[config.mk]
export PLATFORM = sky130hd
export DESIGN_NAME = frec_period_meter
export DESIGN_NICKNAME = d
export VERILOG_FILES = /design/src/rtl/frec_period_meter_pkg.sv /design/src/rtl/frec_period_meter_sync_edge_detect.sv /design/src/rtl/frec_period_meter.sv
export SDC_FILE = /design/constraint.sdc
export NUM_CORES = 1
export LEC_CHECK = 0
export CORE_MARGIN = 4
export CORE_UTILIZATION = 59
export CTS_CLUSTER_DIAMETER = 100
export DETAILED_ROUTE_END_ITERATION = 10
export PLACE_DENSITY = 0.81
export SLEW_MARGIN = 20
export SYNTH_ARGS = -nofsm -noshare
export SYNTH_HDL_FRONTEND = slang
export SYNTH_SLANG_ARGS = --single-unit
[constraint.sdc]
create_clock -name clk -period 5.18 [get_ports clk]
set_input_delay 1.295 -clock clk [delete_from_list [all_inputs] [get_ports clk]]
set_output_delay 1.295 -clock clk [all_outputs]
set_load 0.03 [all_outputs]
[src/rtl/frec_period_meter_pkg.sv]
`timescale 1ns/1ps
// Shared definitions for the slow-clock period meter.
package frec_period_meter_pkg;

  localparam int unsigned CNT_W_DEF  = 20;
  localparam int unsigned SYS_CLK_HZ = 100_000_000;

  typedef enum logic [1:0] {
    IDLE    = 2'd0,
    ARM     = 2'd1,
    MEASURE = 2'd2
  } state_e;

endpackage

[src/rtl/frec_period_meter_sync_edge_detect.sv]
`timescale 1ns/1ps
// Synchronizes an asynchronous level and emits registered rise/fall strobes.
module sync_edge_detect #(
  parameter int unsigned SYNC_STAGES = 2
) (
  input  logic clk,
  input  logic reset,
  input  logic async_in,
  output logic level,
  output logic rise,
  output logic fall
);

  logic [SYNC_STAGES-1:0] sync_q;

  // Synchronizer chain, edge-detect flop and strobe registers.
  always_ff @(posedge clk or negedge reset) begin
    if (!reset) begin
      sync_q <= '0;
      level  <= 1'b0;
      rise   <= 1'b0;
      fall   <= 1'b0;
    end else begin
      sync_q <= {sync_q[SYNC_STAGES-2:0], async_in};
      level  <= sync_q[SYNC_STAGES-1];
      rise   <= sync_q[SYNC_STAGES-1] & ~level;
      fall   <= ~sync_q[SYNC_STAGES-1] & level;
    end
  end

endmodule

[src/rtl/frec_period_meter.sv]
`timescale 1ns/1ps
// Measures period and high time of a slow asynchronous clock in clk cycles.
module frec_period_meter
  import frec_period_meter_pkg::*;
#(
  parameter int unsigned CNT_W       = CNT_W_DEF,
  parameter int unsigned SYNC_STAGES = 2,
  parameter int unsigned TOL         = 2
) (
  input  logic             clk,
  input  logic             reset,
  input  logic             clk_in,
  input  logic             enable,
  output logic [CNT_W-1:0] period,
  output logic [CNT_W-1:0] high_time,
  output logic             period_valid,
  output logic             locked,
  output logic             timeout
);

  localparam logic [CNT_W-1:0] CNT_MAX = '1;

  state_e           state, state_d;
  logic [CNT_W-1:0] cnt, cnt_d, cnt_inc;
  logic [CNT_W-1:0] period_d, high_d;
  logic             valid_d, locked_d, timeout_d;
  logic             have_prev, have_prev_d;
  logic [CNT_W:0]   new_ext, old_ext, abs_diff;
  logic             within_tol;
  logic             rise, fall, sync_level_unused;

  sync_edge_detect #(.SYNC_STAGES(SYNC_STAGES)) u_sync (
    .clk      (clk),
    .reset    (reset),
    .async_in (clk_in),
    .level    (sync_level_unused),
    .rise     (rise),
    .fall     (fall)
  );

  // Saturating count+1 and lock distance against the held period.
  always_comb begin
    cnt_inc    = (cnt == CNT_MAX) ? cnt : cnt + CNT_W'(1);
    new_ext    = {1'b0, cnt_inc};
    old_ext    = {1'b0, period};
    abs_diff   = (new_ext >= old_ext) ? new_ext - old_ext : old_ext - new_ext;
    within_tol = (abs_diff <= (CNT_W+1)'(TOL));
  end

  // Next-state, counter and result update.
  always_comb begin
    state_d     = state;
    cnt_d       = cnt;
    period_d    = period;
    high_d      = high_time;
    valid_d     = 1'b0;
    locked_d    = locked;
    timeout_d   = timeout;
    have_prev_d = have_prev;
    case (state)
      IDLE: begin
        cnt_d = '0;
        if (enable) begin
          state_d     = ARM;
          have_prev_d = 1'b0;
        end
      end
      ARM: begin
        cnt_d = '0;
        if (!enable)   state_d = IDLE;
        else if (rise) state_d = MEASURE;
      end
      MEASURE: begin
        if (!enable) begin
          state_d  = IDLE;
          cnt_d    = '0;
          locked_d = 1'b0;
        end else begin
          if (fall) high_d = cnt_inc;
          if (rise) begin
            period_d    = cnt_inc;
            cnt_d       = '0;
            valid_d     = 1'b1;
            timeout_d   = 1'b0;
            locked_d    = have_prev & within_tol;
            have_prev_d = 1'b1;
          end else if (cnt == CNT_MAX) begin
            timeout_d   = 1'b1;
            locked_d    = 1'b0;
            state_d     = ARM;
            cnt_d       = '0;
            have_prev_d = 1'b0;
          end else begin
            cnt_d = cnt_inc;
          end
        end
      end
      default: begin
        state_d = IDLE;
        cnt_d   = '0;
      end
    endcase
  end

  // State and output registers.
  always_ff @(posedge clk or negedge reset) begin
    if (!reset) begin
      state        <= IDLE;
      cnt          <= '0;
      period       <= '0;
      high_time    <= '0;
      period_valid <= 1'b0;
      locked       <= 1'b0;
      timeout      <= 1'b0;
      have_prev    <= 1'b0;
    end else begin
      state        <= state_d;
      cnt          <= cnt_d;
      period       <= period_d;
      high_time    <= high_d;
      period_valid <= valid_d;
      locked       <= locked_d;
      timeout      <= timeout_d;
      have_prev    <= have_prev_d;
    end
  end

endmodule

==> results of run 1 <==
power by group through the flow:
stage	registers [W]	logic, W	clock network (W)
floorplan	0.000582	0.0000811	0
global placement	0.000578	0.000131	0
detailed placement	0.000578	0.000133	0
CTS	0.000567	0.000134	0.000460
global route	0.000568	0.000147	0.000488
finish	0.000567	0.000136	0.000456
through the flow:
step	std cells	power [W]
final	816	0.00116
after global routing	816	0.00120
after CTS	816	0.00116
after detailed placement	800	0.000711
after global placement	800	0.000709
after floorplan	655	0.000663
state kept, by name, indices dropped and copies added, names as in the netlist:
register / cells
u_sync.fall: 1
state: 2
u_sync.sync_q: 2
have_prev: 1
locked: 1
u_sync.level: 1
high_time: 20
timeout: 1
period: 20
u_sync.rise: 1
period_valid: 1
cnt: 20
per-layer routing:
metal  track usage, %  wire (um)  share of wire, %  up-vias
li1                 -          -                 -     2369
met1             40.6       6520                42     2350
met2             48.1       7500                49      226
met3             3.86       1040               6.8       25
met4             8.83        333               2.2        0
met5                0          0                 0        -
final cells by class:
type                            instances  area (sq um)
Multi-Input combinational cell        503          3250
Fill cell                             677          2640
Sequential cell                        71          1780
Timing Repair Buffer                   65           598
Inverter                               53           199
Tap cell                              108           135
Clock buffer                            9           124
Clock inverter                          7          80.1
how the worst min path moves through the flow:
stage	from	endpoint	depth (start not counted)
2_1_floorplan	u_sync.sync_q[0]	u_sync.sync_q[1]	0
3_3_place_gp	u_sync.sync_q[0]	u_sync.sync_q[1]	0
3_5_place_dp	u_sync.sync_q[0]	u_sync.sync_q[1]	0
4_1_cts	u_sync.sync_q[0]	u_sync.sync_q[1]	0
5_1_grt	u_sync.sync_q[0]	u_sync.sync_q[1]	0
6_report	u_sync.sync_q[0]	u_sync.sync_q[1]	0
cell families after synthesis:
logic type,Yosys count,share of synthesized area [%]
DFF,71,33.0
buffers and inverters,81,7.00
adders and majority gates,44,10.5
AOI/OAI and AO/OA,194,22.9
and+or+nand+nor,226,20.2
muxes,4,0.744
xor gates and xnor gates,35,5.70
cell usage in the layout, fill, tap and decap left out, drive strengths merged, types with 4 or more instances in the layout:
master and instances:
nor4 4, nor2b 7, xor2 21, xnor2 14
and4 4, a21oi 50, nor2 56, or2 7
mux2i 4, clkdlybuf4s50 45, buf 20, o21a 6
o21ai 72, inv 56, nor3 6, a21o 12
clkbuf 9, nand2b 5, o211ai 4, dfrtp 71
nand4 12, nand3 17, and3 4, o2111ai 4
o221ai 4, o21bai 6, o31ai 6, a211oi 5
nand2 82, and2 9, ha 42
==> impl_summary.txt, run 1 <==
----------------------------------------------------
[Status]
  Status ... finished clean

[Finish]
  Final design instance area without fill ... 0.00616 sq mm
  Area Overhead vs Synth ... 14.5%
  Net count of the finished layout ... 751
  Antenna diodes ... 0
  Proportion of layout cells with a drive suffix above 1 ... 8.19%
  Final core utilization ... 70.0%

[Clock network]
  H-tree levels ... 3
  Number of instances resized during post-cts repair ... 0
  Clk sink count ... 71
  Clock transition at the registers of the reported paths ... 0.09 ns
  Total clock buffers created by CTS ... 9
  Hold-fix buffers, CTS ... 0
  Clock insertion delay at the later pin of the skew report ... approximately 0.34 ns
  CTS tree ... yes
  Maximum root-to-sink buffer count ... 2
  Post-CTS setup buffer count ... 0
  Clock root cell ... sky130_fd_sc_hd__clkbuf_8

[Yosys]
  Top area cells in the synthesized netlist ... sky130_fd_sc_hd__dfrtp_1 (33%), sky130_fd_sc_hd__ha_1 (9.8%), sky130_fd_sc_hd__o21ai_0 (6.4%)
  Synth cell count leaders ... sky130_fd_sc_hd__nand2_1 (82), sky130_fd_sc_hd__dfrtp_1 (71), sky130_fd_sc_hd__o21ai_0 (69)
  Post-synth top area share ... 33.0%
  Mapped Avg Cell Area ... 8.22 sq um
  Distinct cell type count after synthesis ... 69
  Post-synthesis sequential area ratio ... 33.0%
  Cell taking the most area after synthesis ... sky130_fd_sc_hd__dfrtp_1
  Yosys Warn Count ... 0
  Async SR Flop Fraction ... 100%
  Area of the mapped netlist ... 0.00538 sq mm
  Most used flip-flop cell after synthesis ... sky130_fd_sc_hd__dfrtp_1
  Nets in the synthesized netlist ... 703
  Post-synth EDFFs ... 0
  Post-Syn Instances ... 655
  Total of flip-flops plus latches after synthesis ... 71
  Count leader, synth ... sky130_fd_sc_hd__nand2_1

[Timing]
  Final slew viol count ... 0
  Maximum operating frequency ... just over 200 MHz
  Number of setup violations in the final report ... 0
  Unrepaired setup endpoints after global routing ... false
  Max_slew headroom ... 40.5%
  Setup tns final ... 0 ns
  Final critical-path share of the clock period ... between 90% and 100%
  Min Tclk post-route ... 4.83 ns
  Clock skew ... roughly 0.012 ns
  Fin. Hold Viols ... 0
  Worst Setup Slack, final ... 0.349 ns
  Worst Tran Pin Value ... between 0.8 and 0.9 ns
  Minimum hold slack ... about 0.37 ns

[Pwr]
  Net switching power ... ~0.00032 W
  Peak ir drop on the vdd network ... 226 uV
  Power share of the sequential group ... 48.9%
  Clock share of power ... about 39%
  Fraction of power spent switching nets ... a little over a quarter
  Power density cells ... 188 mW/mm^2
  Internal power of the cells ... 0.000841 W
  Pleak ... about 2.9 nW
  Logic gate share of total power ... approximately an eighth

[Critical path]
  Cells on worst reg2reg path ... 18
  Kind of capture point of the worst setup path ... flop
  Maximum net fanout on the critical path ... 8
  Type of origin of the critical path ... flop
  Kind of cell adding the most delay to the critical path ... simple AND/OR/NAND/NOR gates
  R2R Path Start ... cnt[9]
  Launch point of the critical path ... cnt[9]
  Worst r2r dst ... locked
  Crit path arrival time ... 5.09 ns
  Slowest-stage cell, CP ... sky130_fd_sc_hd__fa_1
  Cell breakdown of the critical path ... and3_1, nand4_1, nor4_2, buf_4, inv_1, ha_1, inv_1, ha_1, fa_1, nand2b_1, a211oi_1, nor2_1, xnor2_1, or3_1, nor4_1, nand4_1, a211o_1, o31ai_2
  WS Path Type ... reg -> reg
  Critical path capture point ... locked
  Register-to-register path setup slack ... 0.35 ns
  Max incr delay on CP ... 0.47 ns
  Cell count along the critical path ... 18
  Worst endpoint required time ... around 5.4 ns
  Count of buffering cells on the critical path with inverters included ... 3

[Routing]
  Post-route DRC violation count ... 0
  Post-route ant nets ... 0
  Total via count after detailed routing ... 4970
  Via density per instance ... 6.09
  DRC violation total after the first TritonRoute iteration ... approximately 370
  Total length of routed wires ... 15400 um
  Number of search-and-repair iterations in the first detailed-routing pass ... 5
  Average routed wire per standard cell ... 18.9 um

[Placed design]
  Buffers added on ports ... 46
  Placer's final routability congestion estimate ... 1.02
  Pre-CTS setup slack ... 0.336 ns
  HPWL after detailed placement ... 12000 um
  Placed standard-cell area ... 0.00594 sq mm

[Job]
  Count of maximum capacitance violations ... 0

[Global routing]
  Vias in the first global route ... between 4000 and 5000
  Pin count of the biggest net entering global routing ... 42
  GRT overflow ... 0
  Number of antenna violations at the first check in global routing ... 0
  Global routing usage summed across all routing layers ... 29.3%
  First-pass GRT wire length ... ~25000 um

[Floorplan]
  Number of primary I/O pins ... 47
  Placeable Area ... 0.00881 sq mm
  Area of the die ... 0.0107 sq mm
  Die boundary width ... between 100 and 150 um
  Initial core utilization ... 61.1%
  Rows ... 34
  Height of the chip ... 104 um

[Min path]
  Worst min path class ... reg -> reg

----------------------------------------------------
Note: power is estimated with default switching activity, not from simulation.
==> run 2, diff against run 1 <==
Settings changed: CORE_ASPECT_RATIO set to 0.6, SLEW_MARGIN 20 to 10.
==> run 2 against run 1 <==
Flip-flop and latch count did not move. First-iteration DRC count rose by 63%. Register-to-register slack got worse by 0.08 ns. Total power rose by 15%. Cell count rose by 1.6%. Clock power rose by 37%. Critical endpoint unchanged. Largest power group is now clock.
==> impl_summary.txt, run 2 (synthesis gave the netlist of run 1 again) <==
----------------------------------------------------
[Timing]
  Final slew viol count ... 0 (unchanged)
  Worst Tran Pin Value ... 0.897 ns (+0.00515 ns)
  Number of setup violations in the final report ... 0 (unchanged)
  Max_slew headroom ... 40.2% (-0.34 points)
  Final critical-path share of the clock period ... 94.8% (+1.6 points)
  Min Tclk post-route ... 4.91 ns (+0.0812 ns)
  Maximum operating frequency ... 204 MHz (-1.7%)
  Clock skew ... 0.00597 ns (-0.00601 ns)
  Fin. Hold Viols ... 0 (unchanged)
  Setup tns final ... 0 ns (unchanged)

[Critical path]
  Kind of capture point of the worst setup path ... flop
  Type of origin of the critical path ... flop
  WS Path Type ... reg -> reg
  Crit path arrival time ... 5.16 ns (+0.07 ns)
  Worst endpoint required time ... 5.43 ns (about the same)
  Maximum net fanout on the critical path ... 10 (+2)

[Placed design]
  # placed instances ... 813 (+1.6%)
  HPWL after detailed placement ... 12600 um (+4.7%)
  Buffers added on ports ... 46 (unchanged)
  Placer's final routability congestion estimate ... 1.01 (-1.4%)

[Routing]
  DRC violation total after the first TritonRoute iteration ... 605 (+63%)
  Post-route DRC violation count ... 0 (unchanged)
  Average routed wire per standard cell ... 20.4 um (+8.2%)
  Total via count after detailed routing ... 5317 (+7.0%)
  Total length of routed wires ... 16900 um (+10%)
  Post-route ant nets ... 0 (unchanged)
  Via density per instance ... 6.41 (+5.3%)
  Number of search-and-repair iterations in the first detailed-routing pass ... 5 (unchanged)

[Finish]
  Leading cell types in the layout, fill and taps excluded ... sky130_fd_sc_hd__nand2_1 (81), sky130_fd_sc_hd__dfrtp_1 (71), sky130_fd_sc_hd__o21ai_0 (69), sky130_fd_sc_hd__nor2_1 (56), sky130_fd_sc_hd__inv_1 (53)
  Register Area ... 0.00178 sq mm (unchanged)
  Total area of multi-input combinational cells ... 0.00324 sq mm (-0.15%)
  Final Instance Count excl. Fillers ... 829 (+1.6%)
  Largest registers in the final layout ... cnt (20), high_time (20), period (20)
  Net count of the finished layout ... 760 (+1.2%)
  Antenna diodes ... 0 (unchanged)
  Area Overhead vs Synth ... 17.5%
  Filler Cells Inserted ... 637 (-5.9%)
  Most frequent standard cell in the layout excluding fill and tap cells ... sky130_fd_sc_hd__nand2_1
  Proportion of layout cells with a drive suffix above 1 ... 9.21% (+1.0 points)

[Min path]
  Worst min path class ... reg -> reg

[Floorplan]
  Height of the chip ... 82.0 um (-21%)
  Rows ... 26 (-24%)
  Initial core utilization ... 62.0% (+0.85 points)
  Number of primary I/O pins ... 47 (unchanged)
  Placeable Area ... 0.00869 sq mm (-1.4%)
  Die boundary width ... 131 um (+27%)
  Area of the die ... 0.0108 sq mm (+0.47%)

[Global routing]
  GRT overflow ... 0 (unchanged)
  First-pass GRT wire length ... 26500 um (+4.0%)
  Pin count of the biggest net entering global routing ... 72 (+71%)
  Global routing usage summed across all routing layers ... 31.7% (+2.5 points)
  Number of antenna violations at the first check in global routing ... 0 (unchanged)
  Vias in the first global route ... 4906 (-0.41%)

[Clock network]
  Clock transition at the registers of the reported paths ... 0.06 ns (-0.03 ns)
  Maximum root-to-sink buffer count ... 2 (unchanged)
  Clock root cell ... sky130_fd_sc_hd__clkbuf_16
  H-tree levels ... 3 (unchanged)
  CTS tree ... yes
  Total clock buffers created by CTS ... 9 (unchanged)
  Clock insertion delay at the later pin of the skew report ... 0.34 ns (about the same)
  Clk sink count ... 71 (unchanged)
  Post-CTS setup buffer count ... 0 (unchanged)

[Pwr]
  Peak ir drop on the vdd network ... 169 uV (-25%)
  Power density cells ... 211 mW/mm^2 (+12%)
  Pleak ... 2.98 nW (+2.6%)

[Status]
  Status ... finished clean

[Job]
  Count of maximum capacitance violations ... 0 (unchanged)

----------------------------------------------------
run 2: metal layers:
| metal | up-vias | GRT usage, % | part of all wire (%) |
|---|---|---|---|
| met3 | 41 | 8.81 | 9.8 |
| met2 | 315 | 47.7 | 43 |
| li1 | 2384 | - | - |
| met5 | - | 0 | 0 |
| met4 | 0 | 9.64 | 2.4 |
| met1 | 2577 | 45.1 | 45 |
run 2: worst paths after layout:
kind | startpoint | to | slack, ns | cells after the start
worst max-delay path | cnt[4] | locked | 0.27 | 18
worst min-delay path | u_sync.sync_q[0] | u_sync.sync_q[1] | 0.35 | 0
worst max register to register | cnt[4] | locked | 0.27 | 18
worst min register to register | u_sync.sync_q[0] | u_sync.sync_q[1] | 0.35 | 0
max in group asynchronous | reset | high_time[6] | 3.43 | 2
min in group asynchronous | reset | period[17] | 1.15 | 2
run 2: through the flow:
step	hold slack, ns	total power, W	util (%)	instance area (sq um)	worst slack [ns]
final	0.351	0.00134	72.8	6320	0.268
after global routing	0.359	0.00137	72.8	6320	-0.0103
after CTS	0.353	0.00133	72.6	6310	0.300
after detailed placement	0.340	0.000715	69.2	6010	0.291
after global placement	0.333	0.000714	69.2	6010	0.443
after floorplan	0.331	0.000663	-	5380	0.826
run 2: worst max-delay path: stages, from the launching register on:
cell and delay, ns:
sky130_fd_sc_hd__dfrtp_1 0.42, sky130_fd_sc_hd__and4_1 0.25, sky130_fd_sc_hd__nand3_1 0.21, sky130_fd_sc_hd__nor4_2 0.06, sky130_fd_sc_hd__buf_4 0.17, sky130_fd_sc_hd__nor2_1 0.40, sky130_fd_sc_hd__nand3_1 0.20, sky130_fd_sc_hd__xor2_2 0.33
sky130_fd_sc_hd__inv_1 0.08, sky130_fd_sc_hd__ha_1 0.50, sky130_fd_sc_hd__nand4_1 0.29, sky130_fd_sc_hd__o21bai_1 0.26, sky130_fd_sc_hd__and2_1 0.19, sky130_fd_sc_hd__o21ai_0 0.21, sky130_fd_sc_hd__xnor2_1 0.14, sky130_fd_sc_hd__nand4_1 0.16
sky130_fd_sc_hd__or4_1 0.45, sky130_fd_sc_hd__a211o_1 0.28, sky130_fd_sc_hd__o31ai_2 0.20
run 2: area by class of cell:
type,instances,share of cell area (%)
clock buffers,10,3.62
repair buffers,74,10.5
flip-flops and latches,71,28.1
inverters,53,3.15
multi-input cells,503,51.3
well taps,112,2.22
clock inverters,6,1.07
run 2: power by group:
part / switching (W) / internal, W / leakage [nW]
sequential: 0.00000897 / 0.000561 / 0.979
combinational: 0.0000897 / 0.0000531 / 1.87
clock: 0.000247 / 0.000375 / 0.139
total: 0.000346 / 0.000990 / 2.98
run 2: repair_timing:
| action | CTS | global route |
|---|---|---|
| endpoints found under the setup margin | 0 | 1 |
| hold buffers | 0 | 0 |
| resized for setup | 0 | 2 |
